===== config.mk =====
export PLATFORM = sky130hd
export DESIGN_NAME = serial_sub8
export DESIGN_NICKNAME = d
export VERILOG_FILES = /design/src/rtl/serial_sub8.sv
export SDC_FILE = /design/constraint.sdc
export NUM_CORES = 1
export LEC_CHECK = 0
export CAP_MARGIN = 10
export CORE_MARGIN = 1.5
export CORE_UTILIZATION = 58
export CTS_BUF_LIST = sky130_fd_sc_hd__clkbuf_2 sky130_fd_sc_hd__clkbuf_4 sky130_fd_sc_hd__clkbuf_8
export DETAILED_ROUTE_END_ITERATION = 8
export PLACE_DENSITY_LB_ADDON = 0.15
export SLEW_MARGIN = 20
export SYNTH_ARGS = -nofsm -noshare
export SYNTH_HDL_FRONTEND = slang
export SYNTH_SLANG_ARGS = --single-unit
export TNS_END_PERCENT = 30

===== constraint.sdc =====
create_clock -name clk -period 3.65 [get_ports clk]
set_input_delay 0.73 -clock clk [delete_from_list [all_inputs] [get_ports clk]]
set_output_delay 0.73 -clock clk [all_outputs]
set_load 0.005 [all_outputs]

===== src/rtl/serial_sub8.sv =====
// Bit-serial subtractor: D_8 = A_8 - B_8 - Bin, one full-subtractor cell, LSB first.
// start/busy/done handshake; result, borrow-out and signed overflow held until next accept.
module serial_sub8 #(
  parameter int unsigned WIDTH = 8,
  parameter int unsigned CNT_W = 4
) (
  input  logic             clk,
  input  logic             reset_n,
  input  logic             start,
  input  logic [WIDTH-1:0] A_8,
  input  logic [WIDTH-1:0] B_8,
  input  logic             Bin,
  output logic             busy,
  output logic             done,
  output logic [WIDTH-1:0] D_8,
  output logic             Bout,
  output logic             V
);

  typedef enum logic [1:0] {IDLE, SHIFT, DONE_ST} state_t;

  state_t             state;
  logic [WIDTH-1:0]   a_sh;
  logic [WIDTH-1:0]   b_sh;
  logic [WIDTH-2:0]   res_sh;
  logic               br;
  logic [CNT_W-1:0]   count;
  logic               sign_a;
  logic               sign_b;

  logic               a0_c;
  logic               b0_c;
  logic               diff_c;
  logic               br_nxt_c;
  logic               last_c;

  // Full-subtractor cell on the current LSBs
  always_comb begin
    a0_c     = a_sh[0];
    b0_c     = b_sh[0];
    diff_c   = a0_c ^ b0_c ^ br;
    br_nxt_c = (~a0_c & b0_c) | (~(a0_c ^ b0_c) & br);
    last_c   = (count == CNT_W'(WIDTH - 1));
  end

  always_ff @(posedge clk or negedge reset_n) begin
    if (!reset_n) begin
      state  <= IDLE;
      a_sh   <= '0;
      b_sh   <= '0;
      res_sh <= '0;
      br     <= 1'b0;
      count  <= '0;
      sign_a <= 1'b0;
      sign_b <= 1'b0;
      busy   <= 1'b0;
      done   <= 1'b0;
      D_8    <= '0;
      Bout   <= 1'b0;
      V      <= 1'b0;
    end else begin
      case (state)
        IDLE, DONE_ST: begin
          done <= 1'b0;
          if (start) begin
            a_sh   <= A_8;
            b_sh   <= B_8;
            br     <= Bin;
            res_sh <= '0;
            count  <= '0;
            sign_a <= A_8[WIDTH-1];
            sign_b <= B_8[WIDTH-1];
            D_8    <= '0;
            busy   <= 1'b1;
            state  <= SHIFT;
          end else begin
            state  <= IDLE;
          end
        end
        SHIFT: begin
          a_sh   <= {1'b0, a_sh[WIDTH-1:1]};
          b_sh   <= {1'b0, b_sh[WIDTH-1:1]};
          br     <= br_nxt_c;
          res_sh <= {diff_c, res_sh[WIDTH-2:1]};
          count  <= count + CNT_W'(1);
          // Final bit: publish result straight from the cell outputs
          if (last_c) begin
            D_8   <= {diff_c, res_sh};
            Bout  <= br_nxt_c;
            V     <= (sign_a != sign_b) && (diff_c != sign_a);
            busy  <= 1'b0;
            done  <= 1'b1;
            state <= DONE_ST;
          end
        end
        default: begin
          state <= IDLE;
          busy  <= 1'b0;
          done  <= 1'b0;
        end
      endcase
    end
  end

endmodule


# Word level (Yosys, flattened, before mapping)
# Cells that the tools add are included.
# Widths: inputs -> output; s select.
[op_classes]
n_addsub = 1
mul = 0
div = 0
n_lt_le_gt_ge = 0
eq_ne = 7
shifts = 0
muxes = 21
bitwise_logic = 7
n_reduce_logical = 9
[ops]
columns = ["operator", "count"]
rows = [
  ["$pmux 8 s2", 3],
  ["$mux 8", 4],
  ["$pmux 7 s2", 1],
  ["$pmux 4 s2", 1],
  ["$reduce_and 2->1", 4],
  ["$mux 7", 1],
  ["$mux 1", 6],
  ["$add 4x1->4 const B", 1],
  ["$eq 4x3->1 const B", 1],
  ["$mux 4", 1],
  ["$ne 2x2->1 const B", 2],
  ["$pmux 1 s2", 2],
  ["$pmux 2 s2", 1],
  ["$reduce_and 3->1", 1],
  ["$and 1x1->1", 2],
  ["$eq 2x1->1 const B", 1],
  ["$eq 2x2->1 const B", 1],
  ["$logic_not 2->1", 1],
  ["$mux 2", 1],
  ["$ne 1x1->1", 2],
  ["$not 1->1", 2],
  ["$reduce_bool 2->1", 1],
  ["$reduce_or 2->1", 1],
  ["$xor 1x1->1", 2],
  ["2 further kinds", 2],
]
[word_totals]
ff_bits = 44
latch_bits = 0
ramBits = 0
romBits = 0
in_bits = 20
elab_cells = 58
mem_count = 0

# Longest topological paths before layout
# Gate-level depths: netlist of run 1.
[depth]
ltp_word = 5
ltp_mapped = 6

# Least setup slack after synthesis of run 1
# OpenSTA, ideal clock, no wires.
[synth_path]
path_kind = "reg-to-reg"
from = "reg a_sh[0]"
to = "reg V"
setup_ns = 0.128
t_arrival_ns = 1.389
required_time_ns = 3.522
setup_slack_ns = 2.133
path_stages_with_launch = 5
period_less_slack_ns = 1.517
path_cell_list = "dfrtp_1 fa_1 nand2b_1 o21ai_0 mux2_1"
[synth_between]
elab_chain_cells = 4
[synth_lines]
columns = ["item", "line_no", "rtl"]
rows = [
  ["start, declared", "23", "logic [WIDTH-1:0] a_sh;"],
  ["start signal, assigned", "81", "a_sh <= {1'b0, a_sh[WIDTH-1:1]};"],
  ["$xor 1x1->1 (2 in a row)", "41", "diff_c = a0_c ^ b0_c ^ br;"],
  ["$ne 1x1->1", "90", "V <= (sign_a != sign_b) && (diff_c != sign_a);"],
  ["$logic_and 1x1->1", "90", ""],
  ["end signal, assigned", "90", ""],
  ["end, declared", "17", "output logic V"],
]
# Every way passes these cells.
# A chain may end at the register's enable or synchronous reset.

# Worst setup path after layout of run 1
[layout_path]
from = "in start"
to = "reg br"
[layout_between]
elab_chain_cells = 2
[layout_lines]
columns = ["item", "line_no", "rtl"]
rows = [
  ["start, declared", "9", "input logic start,"],
  ["$ne 2x2->1 (no source line)", "--", ""],
  ["$reduce_and 2->1 (no source line)", "--", ""],
  ["end signal, assigned", "68", "br <= Bin;"],
  ["end signal, assigned", "83", "br <= br_nxt_c;"],
  ["end, declared", "26", "logic br;"],
]
# Every way passes these cells.

==> results of run 1 <==
through the flow:
| stage | instances | hold WS [ns] |
|---|---|---|
| global placement | 217 | 0.4614 |
| global route | 223 | 0.5053 |
| floorplan | 152 | 0.4344 |
| CTS | 223 | 0.4920 |
| detailed placement | 217 | 0.4656 |
| finish | 223 | 0.4886 |
sequential cells by signal, summed over array words and instances (netlist names):
signal  flops
sign_a      1
sign_b      1
state       2
a_sh        8
count       4
br          1
Bout        1
res_sh      7
D_8         8
busy        1
b_sh        8
V           1
cell families (layout without fill, tap and decap cells):
family                     Yosys count  in the layout
and+or+nand+nor                     40             40
DFF                                 43             43
muxes                               12             12
xor gates and xnor gates             1              1
buffers and inverters               13             40
adders and majority gates            2              2
AOI/OAI and AO/OA                   41             41
synthesized netlist by cell type:
cell	count
a21o_1	13
a221o_1	2
a22o_1	24
and2b_4	2
and4b_1	1
buf_2	4
buf_6	5
clkbuf_1	1
dfrtp_1	43
fa_1	1
ha_1	1
inv_1	3
mux2_1	1
mux2i_1	11
nand2_1	25
nand2b_1	2
nand3b_1	3
nand4_1	1
nor2_1	2
nor2_2	1
nor2b_1	2
nor3_1	1
o21ai_0	2
xnor2_1	1
metal layers:
| metal | vias to the layer above | GRT usage | wire [µm] |
|---|---|---|---|
| met5 | - | 0 | 0 |
| met4 | 0 | 0.1111 | 57 |
| met3 | 7 | 0.04762 | 124 |
| met2 | 26 | 0.3307 | 1545 |
| met1 | 621 | 0.2763 | 1454 |
| li1 | 596 | - | - |
power groups by stage:
stage               registers, µW  clock network, µW  logic [µW]
floorplan                     790                  0         589
global placement              803                  0         714
detailed placement            815                  0         749
CTS                           804                223         750
global route                  832                238         829
finish                        804                217         737
worst max-delay path: stages:
cell and delay (ns):
clkdlybuf4s50_1 0.45, and2b_4 0.27, nor2_2 0.71, a221o_1 0.27
path summary, 6_finish.rpt:
kind | startpoint | to | slack [ns]
setup / recovery | start | br | 1.51
hold / removal | b_sh[2] | b_sh[2] | 0.49
setup reg to reg | state[1] | V | 1.55
hold reg to reg | b_sh[2] | b_sh[2] | 0.49
max in group asynchronous | reset_n | b_sh[4] | 2.57
min in group asynchronous | reset_n | D_8[5] | 0.50
area by class of cell:
| type | count | area (µm²) | share of cell area |
|---|---|---|---|
| Clock buffer | 6 | 45.04 | 0.02057 |
| Multi-Input combinational cell | 96 | 696.9 | 0.3183 |
| Sequential cell | 43 | 1076 | 0.4914 |
| Tap cell | 44 | 55.05 | 0.02514 |
| Timing Repair Buffer | 31 | 305.3 | 0.1394 |
| Inverter | 3 | 11.26 | 0.005143 |
layout by cell type (no fill, tap or decap):
cell type	Yosys	layout
nor2b_1	2	2
nand2b_1	2	2
clkbuf_4	0	6
buf_2	4	1
and4b_1	1	1
a22o_1	24	24
and2b_4	2	2
fa_1	1	1
mux2_1	1	1
nand4_1	1	1
inv_1	3	3
nor2_1	2	2
nor3_1	1	1
nor2_2	1	1
nand2_1	25	25
nand3b_1	3	3
o21ai_0	2	2
ha_1	1	1
mux2i_1	11	11
a21o_1	13	13
xnor2_1	1	1
clkdlybuf4s50_1	0	30
dfrtp_1	43	43
a221o_1	2	2
==> impl_metrics.json, run 1 <==
{
  "outcome": "completed",
  "crit_path_max_fanout": 24,
  "required_ns": 3.95,
  "setup_viol": 0,
  "p_seq_frac": 0.457,
  "final_area_mm2": 0.002190,
  "crit_type": "primary input to register",
  "p_clk_frac": 0.124,
  "synth_top_family_by_area": "compound AO/OA/AOI/OAI gates",
  "min_period_ns": 2.140,
  "critPathLaunchType": "primary input",
  "root_buffer": "clkbuf_4",
  "detail-route-antenna-nets": 0,
  "powerDensity_mw_per_mm2": 803.0,
  "synth_cells": 152,
  "cts_hold_buf": 0,
  "area_delta_synth_final_pct": 17.45,
  "whs_path_depth": 1,
  "grt_usage": 0.2120,
  "fmax_mhz": 467.2,
  "fp.dieArea_mm2": 0.003563,
  "placed_area_mm2": 0.002145,
  "synth_nets": 174,
  "finalPower_uw": 1758,
  "initial_core_util": 0.6107,
  "maxCapViolations": 0,
  "grt_pass1_vias": 1236,
  "final.setup.tns_ns": 0,
  "cts_setup_buffers": 0,
  "worst_slack_ns": 1.510,
  "peakVddDrop_mv": 0.3524,
  "clk_pin_slew_ns": 0.12,
  "clock_path_buffers": 2,
  "routedWlPerCell_um": 14.27,
  "synth.area.top_cells": "dfrtp_1 58%, a22o_1 11%, mux2i_1 5.9%",
  "p_comb_frac": 0.419,
  "cts_tree": "built",
  "wl_um": 3182,
  "syn_area_per_cell_um2": 12.27,
  "cp.arrival_ns": 2.44,
  "fin_nets": 202,
  "final_util": 0.7172,
  "post_cts_resized": 0,
  "row_count": 20,
  "min_period_over_period": 0.5864,
  "yosysTopAreaCell": "dfrtp_1",
  "synth-compound-area-share": 0.1812,
  "io_pins": 32,
  "pre_cts_ws_ns": 1.126,
  "yosys.area_share.simple": 0.1054,
  "synth-xor-area-share": 0.004698,
  "grt_pass1_wl_um": 5526,
  "synth_top_cell_area_share": 0.5772,
  "power.switching_uw": 603.5,
  "finalHoldViolCount": 0,
  "worst_pin_slew_ns": 0.9337,
  "dpl.hpwl_um": 2103,
  "n_fill_cell": 240,
  "cts_buffers": 5,
  "grt_max_degree": 44,
  "maxSlewViolCount": 0,
  "p_int_uw": 1155,
  "vias_per_cell": 5.605,
  "drive_gt1_frac": 0.05587,
  "drc": 0,
  "diodes": 0,
  "slew_headroom": 0.3775,
  "synth.ff_latch_count": 43,
  "core_mm2": 0.003053,
  "vias": 1250,
  "clk_latency_ns": 0.35,
  "finClkSkew_ns": 0.006586,
  "first_pass_iters": 4,
  "worstHoldPathType": "register to register",
  "io_buffers": 31,
  "p_leak_uw": 0.001063,
  "htree_levels": 2,
  "die_width_um": 59.70,
  "syn-cell-area_mm2": 0.001864,
  "yosys_warnings": 0,
  "cts.sink_count": 43,
  "synth_fa_ha_area_frac": 0.01745,
  "power.switching_fraction": 0.3433,
  "reg2regPathDepth": 3,
  "gr-total-overflow": 0,
  "drt_iter0_drc": 31,
  "synth.area.mux_share": 0.06510,
  "gp_congestion": 0.7439,
  "seq_area_frac_synth": 0.5772,
  "antenna_found_initial": 0,
  "endpoint_kind": "register",
  "die_h_um": 59.70,
  "synthDistinctLibCells": 24,
  "rsz0062_at_grt": "false"
}
No activity file was read; power rests on OpenSTA's default activity.
==> run 2: changes to the inputs <==
--- a/config.mk
+++ b/config.mk
@@ -7,7 +7,7 @@
 export LEC_CHECK = 0
 export CAP_MARGIN = 10
 export CORE_MARGIN = 1.5
-export CORE_UTILIZATION = 58
+export CORE_UTILIZATION = 54
 export CTS_BUF_LIST = sky130_fd_sc_hd__clkbuf_2 sky130_fd_sc_hd__clkbuf_4 sky130_fd_sc_hd__clkbuf_8
 export DETAILED_ROUTE_END_ITERATION = 8
 export PLACE_DENSITY_LB_ADDON = 0.15
==> constraint.sdc (replaced) <==
create_clock -name clk -period 2.1 [get_ports clk]
set_input_delay 0.42 -clock clk [delete_from_list [all_inputs] [get_ports clk]]
set_output_delay 0.42 -clock clk [all_outputs]
set_load 0.005 [all_outputs]
==> impl_metrics.json, run 2 (synthesis results as in run 1) <==
{
  "outcome": "completed",
  "drive_gt1_frac": 0.09626,
  "cts_setup_buffers": 0,
  "diodes": 0,
  "area_delta_synth_final_pct": 20.81,
  "gp_congestion": 0.7179,
  "cp_cell_sequence": "clkdlybuf4s50_1",
  "cts_tree": "built",
  "finClkSkew_ns": 0.01151,
  "critPathLaunchType": "register",
  "grt_usage": 0.2081,
  "htree_levels": 2,
  "top_regs": "D_8 (8), a_sh (8), b_sh (8)",
  "placed_area_mm2": 0.002207,
  "io_buffers": 31,
  "cts_hold_buf": 0,
  "detail-route-antenna-nets": 0,
  "core_mm2": 0.003311,
  "final_area_mm2": 0.002252,
  "gr-total-overflow": 0,
  "crit_type": "register to output pin",
  "root_buffer": "clkbuf_4",
  "worstHoldPathType": "primary input to async pin",
  "slew_headroom": 0.6485,
  "dpl.hpwl_um": 2412,
  "cts.sink_count": 43,
  "crit_path_max_fanout": 3,
  "row_count": 21,
  "required_ns": 1.68,
  "fmax_mhz": 599.5,
  "min_period_ns": 1.668,
  "maxSlewViolCount": 0,
  "endpoint_kind": "output pin",
  "clk_pin_slew_ns": 0.12,
  "setup_viol": 0,
  "drc": 0,
  "powerDensity_mw_per_mm2": 1398,
  "grt_util_met3": 0.04348,
  "vias": 1279,
  "grt_pass1_wl_um": 5706,
  "wl_um": 3334,
  "peakVddDrop_mv": 0.6694,
  "worst_pin_slew_ns": 0.5272,
  "use_met1": 0.2704,
  "min_period_over_period": 0.7943,
  "worst_slack_ns": 0.4320,
  "use_met2": 0.3429,
  "finalHoldViolCount": 0,
  "die_h_um": 61.76,
  "clk_latency_ns": 0.34,
  "slowest_stage": "clkdlybuf4s50_1",
  "rsz0062_at_grt": "false",
  "first_pass_iters": 4,
  "grt_pass1_vias": 1271,
  "fin_nets": 210,
  "p_leak_uw": 0.001102,
  "clock_path_buffers": 2,
  "cp.arrival_ns": 1.25,
  "cts_buffers": 5,
  "finalPower_uw": 3147,
  "maxCapViolations": 0,
  "initial_core_util": 0.5631,
  "io_pins": 32,
  "final_common_cell": "dfrtp_1",
  "grt_max_degree": 44,
  "antenna_found_initial": 0,
  "cp_num_buf_inv": 1,
  "pre_cts_ws_ns": 0.2109,
  "final_cell_mix": "43 x dfrtp_1, 30 x clkdlybuf4s50_1, 25 x nand2_1",
  "die_width_um": 61.76,
  "post_cts_resized": 0,
  "final.setup.tns_ns": 0,
  "routedWlPerCell_um": 14.31,
  "busiest_layer": "met2",
  "holdWs_ns": 0.1349,
  "critical-path-max-stage-delay_ns": 0.51,
  "vias_per_cell": 5.489,
  "fp.dieArea_mm2": 0.003814,
  "drt_iter0_drc": 61,
  "path_delay_family": "buffers and inverters"
}
## run 2: cell types whose count changed in the layout (fill, tap and decap cells not counted), sizes merged
cell / before / now
buf: 1 / 9
## run 2: cell type report
type | instances | area, µm²
inverter | 3 | 11.26
sequential | 43 | 1076
tap | 46 | 57.56
multi-input combinational | 96 | 696.9
clock buffer | 6 | 45.04
timing repair buffer | 39 | 365.4
fill | 300 | 1059
## run 2: per-stage QoR
| stage | util | std cells |
|---|---|---|
| 2_1_floorplan | - | 152 |
| 3_3_place_gp | 0.6667 | 227 |
| 3_5_place_dp | 0.6667 | 227 |
| 4_1_cts | 0.6803 | 233 |
| 5_1_grt | 0.6803 | 233 |
| 6_report | 0.6803 | 233 |
## run 2: path summary, 6_finish.rpt
| kind | from | cells past startpoint | slack [ns] | end |
|---|---|---|---|---|
| setup / recovery | busy | 1 | 0.43 | busy |
| hold / removal | reset_n | 2 | 0.13 | count[1] |
| setup reg to reg | state[0] | 5 | 0.49 | count[1] |
| hold reg to reg | b_sh[2] | 1 | 0.49 | b_sh[2] |
| max in group asynchronous | reset_n | 2 | 1.61 | a_sh[7] |
| min in group clk | b_sh[2] | 1 | 0.49 | b_sh[2] |
## run 2: power breakdown
group	internal, µW	total (µW)	switching, µW	leakage (µW)
combinational	770	1370	601	0.000524
sequential	1180	1410	229	0.000551
clock	132	369	236	0.0000276
total	2080	3150	1070	0.00110
## run 2: routing by layer
| metal | routed length [µm] | up-vias |
|---|---|---|
| li1 | - | 613 |
| met1 | 1513 | 633 |
| met2 | 1655 | 26 |
| met3 | 105 | 7 |
| met4 | 59 | 0 |
| met5 | 0 | - |
==> run 3: changes to the inputs <==
--- a/config.mk
+++ b/config.mk
@@ -7,7 +7,7 @@
 export LEC_CHECK = 0
 export CAP_MARGIN = 10
 export CORE_MARGIN = 1.5
-export CORE_UTILIZATION = 54
+export CORE_UTILIZATION = 49
 export CTS_BUF_LIST = sky130_fd_sc_hd__clkbuf_2 sky130_fd_sc_hd__clkbuf_4 sky130_fd_sc_hd__clkbuf_8
 export DETAILED_ROUTE_END_ITERATION = 8
 export PLACE_DENSITY_LB_ADDON = 0.15
==> constraint.sdc (replaced) <==
create_clock -name clk -period 1.5 [get_ports clk]
set_input_delay 0.3 -clock clk [delete_from_list [all_inputs] [get_ports clk]]
set_output_delay 0.3 -clock clk [all_outputs]
set_load 0.005 [all_outputs]
==> impl_metrics.json, run 3 (synthesis results as in run 1) <==
{
  "drt_iter0_drc": 58,
  "crit_type": "register to register",
  "setup_viol": 0,
  "clk_latency_ns": 0.30,
  "vias": 1295,
  "gr-total-overflow": 0,
  "slew_headroom": 0.8311,
  "top_regs": "D_8 (8), a_sh (8), b_sh (8)",
  "worstHoldPathType": "register to register",
  "detail-route-antenna-nets": 0,
  "required_ns": 1.69,
  "grt_max_degree": 44,
  "core_mm2": 0.003661,
  "io_buffers": 31,
  "min_period_over_period": 0.9945,
  "htree_levels": 2,
  "area.sequential_mm2": 0.001076,
  "finClkSkew_ns": 0.008307,
  "die_width_um": 64.68,
  "reg2regPathDepth": 5,
  "critPathLaunchType": "register",
  "clock_path_buffers": 2,
  "wl_um": 3355,
  "holdWs_ns": 0.4795,
  "cts_tree": "built",
  "maxSlewViolCount": 0,
  "fmax_mhz": 670.4,
  "multiInputGateArea_um2": 700.7,
  "final_cell_mix": "43 x dfrtp_1, 26 x clkdlybuf4s50_1, 25 x nand2_1",
  "fin_nets": 216,
  "outcome": "completed",
  "row_count": 22,
  "cp.arrival_ns": 1.68,
  "endpoint_kind": "register",
  "peakVddDrop_mv": 0.9412,
  "cts_setup_buffers": 0,
  "min_period_ns": 1.492,
  "clk_pin_slew_ns": 0.08,
  "final_common_cell": "dfrtp_1",
  "grt_pass1_wl_um": 5927,
  "dp.cells": 234,
  "finalPower_uw": 4872,
  "n_fill_cell": 274,
  "p_leak_uw": 0.001231,
  "cts_buffers": 5,
  "routedWlPerCell_um": 13.81,
  "area_delta_synth_final_pct": 30.60,
  "final_util": 0.6651,
  "diodes": 0,
  "drive_gt1_frac": 0.1385,
  "antenna_found_initial": 0,
  "finalHoldViolCount": 0,
  "drc": 0,
  "powerDensity_mw_per_mm2": 2001,
  "reg2reg_slack_ns": 0.008,
  "crit_path_max_fanout": 3,
  "fin_cells": 243,
  "grt_usage": 0.1884,
  "vias_per_cell": 5.329,
  "maxCapViolations": 0,
  "rsz0062_at_grt": "true",
  "io_pins": 32,
  "root_buffer": "clkbuf_8",
  "worst_pin_slew_ns": 0.2531,
  "cts.sink_count": 43,
  "first_pass_iters": 4,
  "die_h_um": 64.68,
  "gp_congestion": 0.7121,
  "fp.dieArea_mm2": 0.004184,
  "whs_path_depth": 1,
  "grt_pass1_vias": 1306,
  "dpl.hpwl_um": 2446,
  "initial_core_util": 0.5092
}
## run 3: cell count changes in the layout (fill, tap and decap cells not counted), moves of 4 or more
cell | before | now
buf_12 | 0 | 6
clkbuf_4 | 6 | 1
clkbuf_8 | 0 | 5
clkdlybuf4s50_1 | 30 | 26
dlymetal6s2s_1 | 0 | 4
## run 3: cell type report
class,instances,area share
clock buffer,6,0.03135
multi-input combinational,96,0.2878
timing repair buffer,45,0.2045
sequential,43,0.4419
inverter,3,0.004625
clock inverter,2,0.005139
tap,48,0.02467
## run 3: layer usage
layer / vias up / part of all wire / global-route usage
li1: 627 / - / -
met1: 627 / 0.47 / 0.2413
met2: 34 / 0.46 / 0.3021
met3: 7 / 0.049 / 0.03646
met4: 0 / 0.021 / 0.1037
met5: - / 0 / 0
## run 3: per-stage QoR
stage	setup slack (ns)	instance area [µm²]	TNS (ns)
2_1_floorplan	0.02391	1868	0
3_3_place_gp	-0.03661	2326	-0.2113
3_5_place_dp	-0.05607	2326	-0.4306
4_1_cts	0.001788	2425	0
5_1_grt	-0.03403	2435	-0.03403
6_report	0.008312	2435	0
## run 3: worst paths after layout
path                         start        to
max                        b_sh[0]         V
min                        b_sh[5]   b_sh[5]
max reg2reg                b_sh[0]         V
min reg2reg                b_sh[5]   b_sh[5]
max in group asynchronous  reset_n   a_sh[4]
min in group asynchronous  reset_n  count[1]
## run 3: power by group
| part | internal [µW] | leakage, µW | switching, µW | total [µW] |
|---|---|---|---|---|
| clock | 343 | 0.0000446 | 388 | 732 |
| sequential | 1650 | 0.000551 | 316 | 1970 |
| combinational | 1280 | 0.000635 | 892 | 2170 |
| total | 3280 | 0.00123 | 1600 | 4870 |
## run 3: repair_timing
| item | 4_1_cts | 5_1_grt |
|---|---|---|
| resized for setup | 2 | 4 |
| pin swaps | 1 | 0 |
| hold buffers | 1 | 0 |
| setup endpoints to repair | 1 | 5 |
| endpoints found under the hold margin | 43 | 0 |
## run 3: worst max-delay path: stages (launching register included)
cell and delay [ns]:
dfrtp_1 0.35, inv_2 0.05, fa_1 0.57, nand2b_1 0.11, o21ai_1 0.05, mux2_4 0.25
